===== src/rtl/debug_uart_arbiter.sv =====
// Debug UART arbiter: shares one uart_tx between buffered CPU writes and a
// valid/ready trace byte source, using round-robin grant and a send FSM.
//
// state   | meaning
// --------+-----------------------------------------------------------
// IDLE    | arbitrate; on grant pop FIFO or ack trace, latch the byte
// SEND    | uart_tx_en high for this single cycle
// WAIT_HI | wait for uart_tx_busy to rise; give up after BUSY_TIMEOUT
// WAIT_LO | wait for uart_tx_busy to fall, then back to IDLE
module debug_uart_arbiter #(
  parameter int FIFO_DEPTH   = 4,
  parameter int BUSY_TIMEOUT = 3
) (
  input  logic       clk,
  input  logic       rst,
  input  logic       cpu_wr,
  input  logic [7:0] cpu_data,
  input  logic       trace_valid,
  input  logic [7:0] trace_data,
  output logic       trace_ready,
  output logic       uart_tx_en,
  output logic [7:0] uart_tx_data,
  input  logic       uart_tx_busy,
  output logic       fifo_full,
  output logic       fifo_empty,
  output logic       arb_busy,
  output logic       overflow,
  input  logic       clr_overflow
);

  localparam int AW = $clog2(FIFO_DEPTH);
  localparam int CW = (BUSY_TIMEOUT > 1) ? $clog2(BUSY_TIMEOUT + 1) : 1;

  typedef enum logic [1:0] {
    S_IDLE,
    S_SEND,
    S_WAIT_HI,
    S_WAIT_LO
  } state_t;

  state_t        r_state;
  state_t        w_state_nxt;

  logic [7:0]    r_mem [FIFO_DEPTH];
  logic [AW-1:0] r_wr_ptr;
  logic [AW-1:0] r_rd_ptr;
  logic [AW:0]   r_count;

  logic [CW-1:0] r_tmo_cnt;
  logic [CW-1:0] w_tmo_cnt_nxt;
  logic          r_last_trace;
  logic          w_last_trace_nxt;
  logic [7:0]    r_tx_data;
  logic [7:0]    w_tx_data_nxt;
  logic          r_tx_en;
  logic          r_overflow;

  logic          w_push;
  logic          w_pop;
  logic          w_drop;
  logic          w_grant_cpu;
  logic          w_grant_trace;

  assign fifo_empty   = (r_count == '0);
  assign fifo_full    = (r_count == (AW + 1)'(FIFO_DEPTH));
  // A full FIFO still accepts a write when the arbiter pops in the same cycle.
  assign w_push       = cpu_wr && (!fifo_full || w_pop);
  assign w_drop       = cpu_wr && fifo_full && !w_pop;
  assign w_pop        = w_grant_cpu;
  assign trace_ready  = w_grant_trace;
  assign uart_tx_en   = r_tx_en;
  assign uart_tx_data = r_tx_data;
  assign overflow     = r_overflow;
  assign arb_busy     = !fifo_empty || (r_state != S_IDLE);

  // FIFO storage; pointers guard validity so no reset is needed here.
  always_ff @(posedge clk) begin
    if (w_push) begin
      r_mem[r_wr_ptr] <= cpu_data;
    end
  end

  // FIFO pointers and occupancy; pointers wrap naturally at FIFO_DEPTH.
  always_ff @(posedge clk) begin
    if (rst) begin
      r_wr_ptr <= '0;
      r_rd_ptr <= '0;
      r_count  <= '0;
    end else begin
      if (w_push) r_wr_ptr <= r_wr_ptr + 1'b1;
      if (w_pop)  r_rd_ptr <= r_rd_ptr + 1'b1;
      case ({w_push, w_pop})
        2'b10:   r_count <= r_count + 1'b1;
        2'b01:   r_count <= r_count - 1'b1;
        default: r_count <= r_count;
      endcase
    end
  end

  // Sticky drop flag; a new drop outranks a clear in the same cycle.
  always_ff @(posedge clk) begin
    if (rst) begin
      r_overflow <= 1'b0;
    end else if (w_drop) begin
      r_overflow <= 1'b1;
    end else if (clr_overflow) begin
      r_overflow <= 1'b0;
    end
  end

  // Round-robin grant, only evaluated while IDLE.
  always_comb begin
    w_grant_cpu   = 1'b0;
    w_grant_trace = 1'b0;
    if (r_state == S_IDLE) begin
      if (!fifo_empty && trace_valid) begin
        if (r_last_trace) w_grant_cpu   = 1'b1;
        else              w_grant_trace = 1'b1;
      end else if (!fifo_empty) begin
        w_grant_cpu = 1'b1;
      end else if (trace_valid) begin
        w_grant_trace = 1'b1;
      end
    end
  end

  // Send FSM next-state, byte latch and busy-rise timeout.
  always_comb begin
    w_state_nxt      = r_state;
    w_tmo_cnt_nxt    = r_tmo_cnt;
    w_last_trace_nxt = r_last_trace;
    w_tx_data_nxt    = r_tx_data;
    case (r_state)
      S_IDLE: begin
        if (w_grant_cpu) begin
          w_tx_data_nxt    = r_mem[r_rd_ptr];
          w_last_trace_nxt = 1'b0;
          w_state_nxt      = S_SEND;
        end else if (w_grant_trace) begin
          w_tx_data_nxt    = trace_data;
          w_last_trace_nxt = 1'b1;
          w_state_nxt      = S_SEND;
        end
      end
      S_SEND: begin
        w_tmo_cnt_nxt = '0;
        w_state_nxt   = S_WAIT_HI;
      end
      S_WAIT_HI: begin
        if (uart_tx_busy) begin
          w_state_nxt = S_WAIT_LO;
        end else if (r_tmo_cnt == CW'(BUSY_TIMEOUT - 1)) begin
          // uart_tx never acknowledged; the byte is silently abandoned.
          w_state_nxt = S_IDLE;
        end else begin
          w_tmo_cnt_nxt = r_tmo_cnt + 1'b1;
        end
      end
      S_WAIT_LO: begin
        if (!uart_tx_busy) w_state_nxt = S_IDLE;
      end
      default: w_state_nxt = S_IDLE;
    endcase
  end

  // FSM registers; the enable pulse is registered off the next state.
  always_ff @(posedge clk) begin
    if (rst) begin
      r_state      <= S_IDLE;
      r_tmo_cnt    <= '0;
      r_last_trace <= 1'b1;
      r_tx_data    <= 8'h00;
      r_tx_en      <= 1'b0;
    end else begin
      r_state      <= w_state_nxt;
      r_tmo_cnt    <= w_tmo_cnt_nxt;
      r_last_trace <= w_last_trace_nxt;
      r_tx_data    <= w_tx_data_nxt;
      r_tx_en      <= (w_state_nxt == S_SEND);
    end
  end

endmodule


===== config.mk =====
export PLATFORM = sky130hd
export DESIGN_NAME = debug_uart_arbiter
export DESIGN_NICKNAME = d
export VERILOG_FILES = /design/src/rtl/debug_uart_arbiter.sv
export SDC_FILE = /design/constraint.sdc
export NUM_CORES = 1
export LEC_CHECK = 0
export ABC_AREA = 1
export BUFFER_PORTS_ARGS = -buffer_cell sky130_fd_sc_hd__clkbuf_2
export CAP_MARGIN = 5
export CORE_AREA = 2 2 85 107
export DETAILED_ROUTE_END_ITERATION = 8
export DIE_AREA = 0 0 87 109
export GPL_TIMING_DRIVEN = 0
export SLEW_MARGIN = 20
export SYNTH_ARGS = -nofsm -noshare
export SYNTH_HDL_FRONTEND = slang
export SYNTH_SLANG_ARGS = --single-unit

===== constraint.sdc =====
create_clock -name clk -period 2.14 [get_ports clk]
set_input_delay 0.107 -clock clk [delete_from_list [all_inputs] [get_ports clk]]
set_output_delay 0.107 -clock clk [all_outputs]
set_load 0.03 [all_outputs]

After elaboration in Yosys (flattened, before gate mapping)

Memories as Yosys holds them, arrays and structs flattened. A register that Yosys moved wholly into a read port is not among the register bits.
Index checks and enable logic that the tools add are counted.

Output and inout port bits: 14
Memory bits (writable): 32
Logic and storage cells: 72
Register bits: 22
Input bits: 22
Memories: 1

Add/subtract/negate cells: 5
Eq/ne operators: 10
Multiplexer cells: 29
Reductions and logical operators: 18

Memories:

| memory | words | bits a word | read ports | clocked after memory_dff | write ports | line | RTL |
|---|---|---|---|---|---|---|---|
| r_mem  | 4     | 8           | 1          | 1                        | 1           | 44   | `logic [7:0] r_mem [FIFO_DEPTH];` |

Operators with widths:

| cell                                                | number |
|---|---|
| two-way mux 2 bit                                   | 9 |
| two-way mux 8 bit                                   | 2 |
| two-way mux 1 bit                                   | 15 |
| nonzero test 2 bit                                  | 5 |
| equality test 2 bit, second input constant          | 4 |
| one-hot mux 2 bit (4 select lines)                  | 1 |
| adder 2 x 1 -> 2 bit, second input constant         | 3 |
| equality test 2 x 1 -> 1 bit, second input constant | 3 |
| one-hot mux 3 bit (2 select lines)                  | 1 |
| logical AND 1 bit                                   | 4 |
| inequality test 2 bit, second input constant        | 2 |
| one-hot mux 2 bit (2 select lines)                  | 1 |
| adder 3 x 1 -> 3 bit, second input constant         | 1 |
| equality test 3 bit, second input constant          | 1 |
| logical NOT 1 bit                                   | 3 |
| logical NOT 3 bit                                   | 1 |
| AND reduction 3 bit                                 | 1 |
| subtractor 3 x 1 -> 3 bit, second input constant    | 1 |
| logical NOT 2 bit                                   | 1 |
| logical OR 1 bit                                    | 2 |
| AND reduction 2 bit                                 | 1 |

Depth between registers and ports, before layout

Depth in word-level cells: 9
Mapped depth: 11

Least setup slack after synthesis

Ideal clock, no wire load.

Kind: flip-flop to flip-flop
Start: register r_count[0]
End: memory r_mem[0][0], enable pin
Cell stages (with the launch flop): 7
Setup time: 0.371 ns
Setup slack: 0.353 ns
Arrival: 1.417 ns
Clock period less this slack: 1.787 ns
Cells stage by stage: dfxtp_1 > nor2_1 > nand2_1 > clkinv_1 > nand2_1 > nand2_2 > nor2_1

Elaborated cells between the ends (all ways): 12
Classes of those cells: eq/ne (1); mux (5); reduce/logical (6)

RTL lines:

| what                                    | line | RTL |
|---|---|---|
| from (decl)                             | 47   | `logic [AW:0] r_count;` |
| from (signal assigned)                  | 93   | `2'b10: r_count <= r_count + 1'b1;` |
| from (signal assigned)                  | 94   | `2'b01: r_count <= r_count - 1'b1;` |
| from (signal assigned)                  | 95   | `default: r_count <= r_count;` |
| equality test 3 bit                     | 65   | `assign fifo_full = (r_count == (AW + 1)'(FIFO_DEPTH));` |
| net fifo_full                           | 24   | `output logic fifo_full,` |
| logical NOT 1 bit                       | 67   | `assign w_push = cpu_wr && (!fifo_full \|\| w_pop);` |
| logical OR 1 bit                        | 67   |  |
| logical AND 1 bit                       | 67   |  |
| two-way mux 1 bit                       | 78   | `if (w_push) begin` |
| two-way mux 1 bit (implied by the code) | 79   | `r_mem[r_wr_ptr] <= cpu_data;` |
| to (decl)                               | 44   |  |

The timed path passes the listed nets, and every way through them passes these cells.

Worst setup path in the final report

Start: register r_count[1]
End: memory r_mem[2][4], enable pin

Word-level cells in the longest chain between the ends: 9
Elaborated cells between the ends (all ways): 12
Classes of those cells: eq/ne (1); mux (5); reduce/logical (6)

Ends and longest elaborated chain:

| what                                        | line | RTL |
|---|---|---|
| logical NOT 3 bit                           | 64   | `assign fifo_empty = (r_count == '0);` |
| logical NOT 1 bit                           | n/a  |  |
| logical AND 1 bit                           | 116  | `if (!fifo_empty && trace_valid) begin` |
| two-way mux 1 bit                           | 116  |  |
| two-way mux 1 bit                           | 115  | `if (r_state == S_IDLE) begin` |
| logical OR 1 bit (*)                        | 67   |  |
| logical AND 1 bit (*)                       | 67   |  |
| two-way mux 1 bit (*)                       | 78   |  |
| two-way mux 1 bit (implied by the code) (*) | 79   |  |

Mark *: on every way between the ends. The rest lies on a longest branch, timed or not.

==> metrics.csv <==
stage;metric;value;unit
status;run status;finished, final reports clean;
synthesis;average cell area after synthesis;9.356;sq um
synthesis;flip-flop and latch count after synthesis;56;
synthesis;Syn Inst Count;264;
timing;setup repair after global routing missed its margin;false;
clocking;number of buffers inserted during clock tree synthesis;5;
worst_setup_path;worst reg2reg path depth;6;
placement;last weighted congestion value of the routability-driven placer;0.7479;
timing;highest clock rate;510.8;MHz
floorplanning;Die X;87;um
drt;violation count after the first detailed-route iteration;88;
synthesis;Synth Flop Type;edfxtp_1;
drt;number of vias in the routed layout;1784;
worst_setup_path;data arrival time of the worst path;1.90;ns
power_and_ir_drop;fraction of power consumed by the clock network;14.8;%
floorplanning;y dimension of the die;109;um
timing;smallest hold slack;0.004283;ns
clocking;post-CTS resize count;0;
power_and_ir_drop;Combinational Power Share;49.0;%
timing;Worst-Margin Slew;0.8198;ns
worst_setup_path;class of the most critical setup path;register to register;
timing;post-route clock skew;0.01013;ns
worst_setup_path;largest fanout on the critical path;8;
worst_hold_path;end of the worst hold path;r_mem[0][0]$_DFFE_PP_;
finish;post-route non-filler standard cell count;409;
power_and_ir_drop;Power per Cell Area;1379;mW/mm^2
power_and_ir_drop;internal power contribution;2209;uW
clocking;cts hold-fix bufs;0;
clocking;Max H-tree Level;2;
drt;wire length after detailed routing;5.013;mm
worst_setup_path;endpoint required time on the critical path;2.08;ns
drt;post-route antenna net violation count;0;
synthesis;number of distinct library cells after synthesis;32;
timing;count of final hold-check violations;0;
power_and_ir_drop;sequential cell fraction of total power;36.2;%
synthesis;Post-Syn Nets;292;
clocking;clock insertion delay at the later pin of the skew report;0.31;ns
drt;per-cell via count in the routed design;4.362;
drt;DRC violation count after routing;0;
timing;Slew Limit Headroom;45.15;%
worst_hold_path;Hold Path Cell Cnt;1;
power_and_ir_drop;static leakage;0.001258;uW
synthesis;Post-synth EDFFs;32;
drt;detailed-routing iteration count for the pre-antenna-repair pass;4;
grt;first-pass GRT wire length;8.045;mm
worst_setup_path;element type at the critical path start;register;
floorplanning;area of the die;0.009483;sq mm
power_and_ir_drop;peak supply drop;0.0003615;V
synthesis;proportion of synthesized area in mux cells;0;%
floorplanning;cell row count;38;
clocking;clock tree from TritonCTS;yes;
worst_setup_path;beginning of the worst register-to-register path;r_count[1]$_SDFFE_PP0P_;
finish;area growth from synthesis to layout;16.82;%
floorplanning;Core Box Area;0.008511;sq mm
grt;antenna violations before repair;0;
placement;hpwl dp;3.648;mm
power_and_ir_drop;P_sw;1770;uW
timing;final slew viol count;0;
synthesis;proportion of synthesized chip area in sequential cells;58.36;%
finish;Design Area, Final;0.002885;sq mm
worst_setup_path;Crit. End Element;register;
synthesis;xor and xnor fraction of the mapped netlist area;0;%
placement;placement-stage cell area;0.002770;sq mm
flow_run;max-cap violation count;0;
clocking;clock tree root driver cell;clkbuf_8;
clocking;clock edge transition at the registers on the reported setup and hold paths;0.10;ns
worst_hold_path;min-delay worst type;primary input to register;
timing;setup TNS;0;ns
clocking;clk sinks;56;
timing;final setup violating endpoints;0;
clocking;CTS Buffer Depth;2;
synthesis;dominant combinational cell family by area after synthesis;simple AND/OR/NAND/NOR gates;
synthesis;post-synthesis compound-gate area fraction;8.561;%
finish;final antenna diode count;0;
synthesis;area share of and/or/nand/nor cells after synthesis;22.44;%
grt;via count of the first global-routing pass;1703;
worst_setup_path;capture instance of the worst register-to-register path;r_mem[2][4]$_DFFE_PP_;
grt;all-layer global routing usage;11.07;%
finish;fraction of layout instances using a drive strength above 1;21.04;%
finish;Final Net Count;336;
synthesis;async set-or-reset flop fraction in the synthesized netlist;0;%
grt;pin count of the biggest net entering global routing;20;
timing;final critical-path required period;1.958;ns
synthesis;Ys Warns;0;
drt;detail-routed net length per standard cell;12.26;um
floorplanning;number of top-level design ports;36;
placement;quantity of I/O buffers inserted on ports;35;
synthesis;fraction of the mapped netlist area in adder cells;3.343;%
synthesis;netlist area before placement;0.002470;sq mm
clocking;setup bufs post-CTS;0;
placement;# placed instances;399;
worst_setup_path;reg-to-reg slack, setup;0.18;ns
grt;total congestion overflow;0;
worst_hold_path;startpoint of the lowest-slack hold path;cpu_data[0];
floorplanning;effective utilization at floorplan;29.02;%
timing;part of the cycle the worst path needs;91.49;%
power_and_ir_drop;switching power as a share of total power;44.48;%
[layout make-up]
class,instances,area (sq um)
Clock inverter,3,26.28
Tap cell,100,125.1
Sequential cell,56,1441
Inverter,30,121.4
Clock buffer,5,68.82
Multi-Input combinational cell,171,848.3
Buffer,7,58.81
Timing Repair Buffer,37,195.2
Fill cell,862,5625
[cells in the mapped netlist, types with 2 or more instances]
library cell / n / area share (%)
nor2_1: 63 / 9.6
nand2_1: 46 / 7.0
edfxtp_1: 32 / 39
inv_1: 25 / 3.8
dfxtp_1: 24 / 19
o21ai_0: 16 / 3.2
o21ai_1: 14 / 2.8
a21oi_1: 6 / 1.2
ha_1: 5 / 2.5
nand2_2: 3 / 0.76
nand2_4: 3 / 1.4
nand3_1: 3 / 0.61
buf_2: 2 / 0.41
buf_4: 2 / 0.61
inv_2: 2 / 0.30
nand4_1: 2 / 0.51
[sequential cells by signal (all words and copies together) (netlist names), 2 cells and up, named ones only]
register,cells
r_count,3
r_rd_ptr,2
r_state,2
uart_tx_data,8
r_mem,32
r_tmo_cnt,2
r_wr_ptr,2
[worst max-delay path by stage]
stage | endpoint | startpoint | slack [ns] | cells after the start
detailed placement | r_mem[1][7]$_DFFE_PP_ | r_count[1]$_SDFFE_PP0P_ | 0.16 | 6
global placement | r_mem[1][7]$_DFFE_PP_ | r_count[1]$_SDFFE_PP0P_ | 0.17 | 6
CTS | r_mem[1][4]$_DFFE_PP_ | r_count[1]$_SDFFE_PP0P_ | 0.13 | 6
finish | r_mem[2][4]$_DFFE_PP_ | r_count[1]$_SDFFE_PP0P_ | 0.18 | 6
global route | r_mem[1][3]$_DFFE_PP_ | r_count[1]$_SDFFE_PP0P_ | 0.005 | 6
floorplan | r_mem[0][0]$_DFFE_PP_ | r_count[0]$_SDFFE_PP0P_ | 0.35 | 6
[power by group through the flow]
stage | sequential (uW) | combinational, uW | clock (uW)
floorplan | 1570 | 1370 | 0
global placement | 1460 | 1920 | 0
detailed placement | 1470 | 1950 | 0
CTS | 1440 | 1960 | 605
global route | 1460 | 2180 | 636
finish | 1440 | 1950 | 590
[metal layers]
metal,vias up,track usage [%],routed length [um]
met2,43,18.76,2426
met1,796,13.64,2267
li1,936,-,-
met3,9,2.574,228
met4,0,4.018,91
met5,-,0,0
[cell families (layout without fill, tap and decap cells)]
logic type / Yosys count / after routing
simple gates: 125 / 125
flops: 56 / 56
compound gates: 40 / 40
buf+inv: 37 / 82
fa+ha+maj: 6 / 6
[stage by stage]
| step | power [uW] | util, % | setup WS [ns] |
|---|---|---|---|
| 4_1_cts | 4003 | 33.67 | 0.1349 |
| 3_5_place_dp | 3413 | 32.55 | 0.1578 |
| 3_3_place_gp | 3383 | 32.55 | 0.1664 |
| 6_report | 3980 | 33.90 | 0.1821 |
| 5_1_grt | 4275 | 33.90 | 0.004717 |
| 2_1_floorplan | 2934 | - | 0.3526 |
[worst max-delay path, cell delays in order, from the launching register on]
cell	delay [ns]
dfxtp_1	0.37
nor2_1	0.09
nand2_1	0.15
clkinv_1	0.13
nand2_1	0.09
nand2_2	0.10
nor2_1	0.65
[layout by cell type, fill, tap and decap left out, drive strengths merged, types with 2 or more instances in the layout]
master and instances:
a21oi 6, buf 6, clkbuf 41, clkinv 4, dfxtp 24, dlygate4sd3 2, edfxtp 32, ha 5
inv 29, nand2 52, nand3 5, nand4 2, nor2 65, o21ai 31
(Power assumes the default switching activity.)
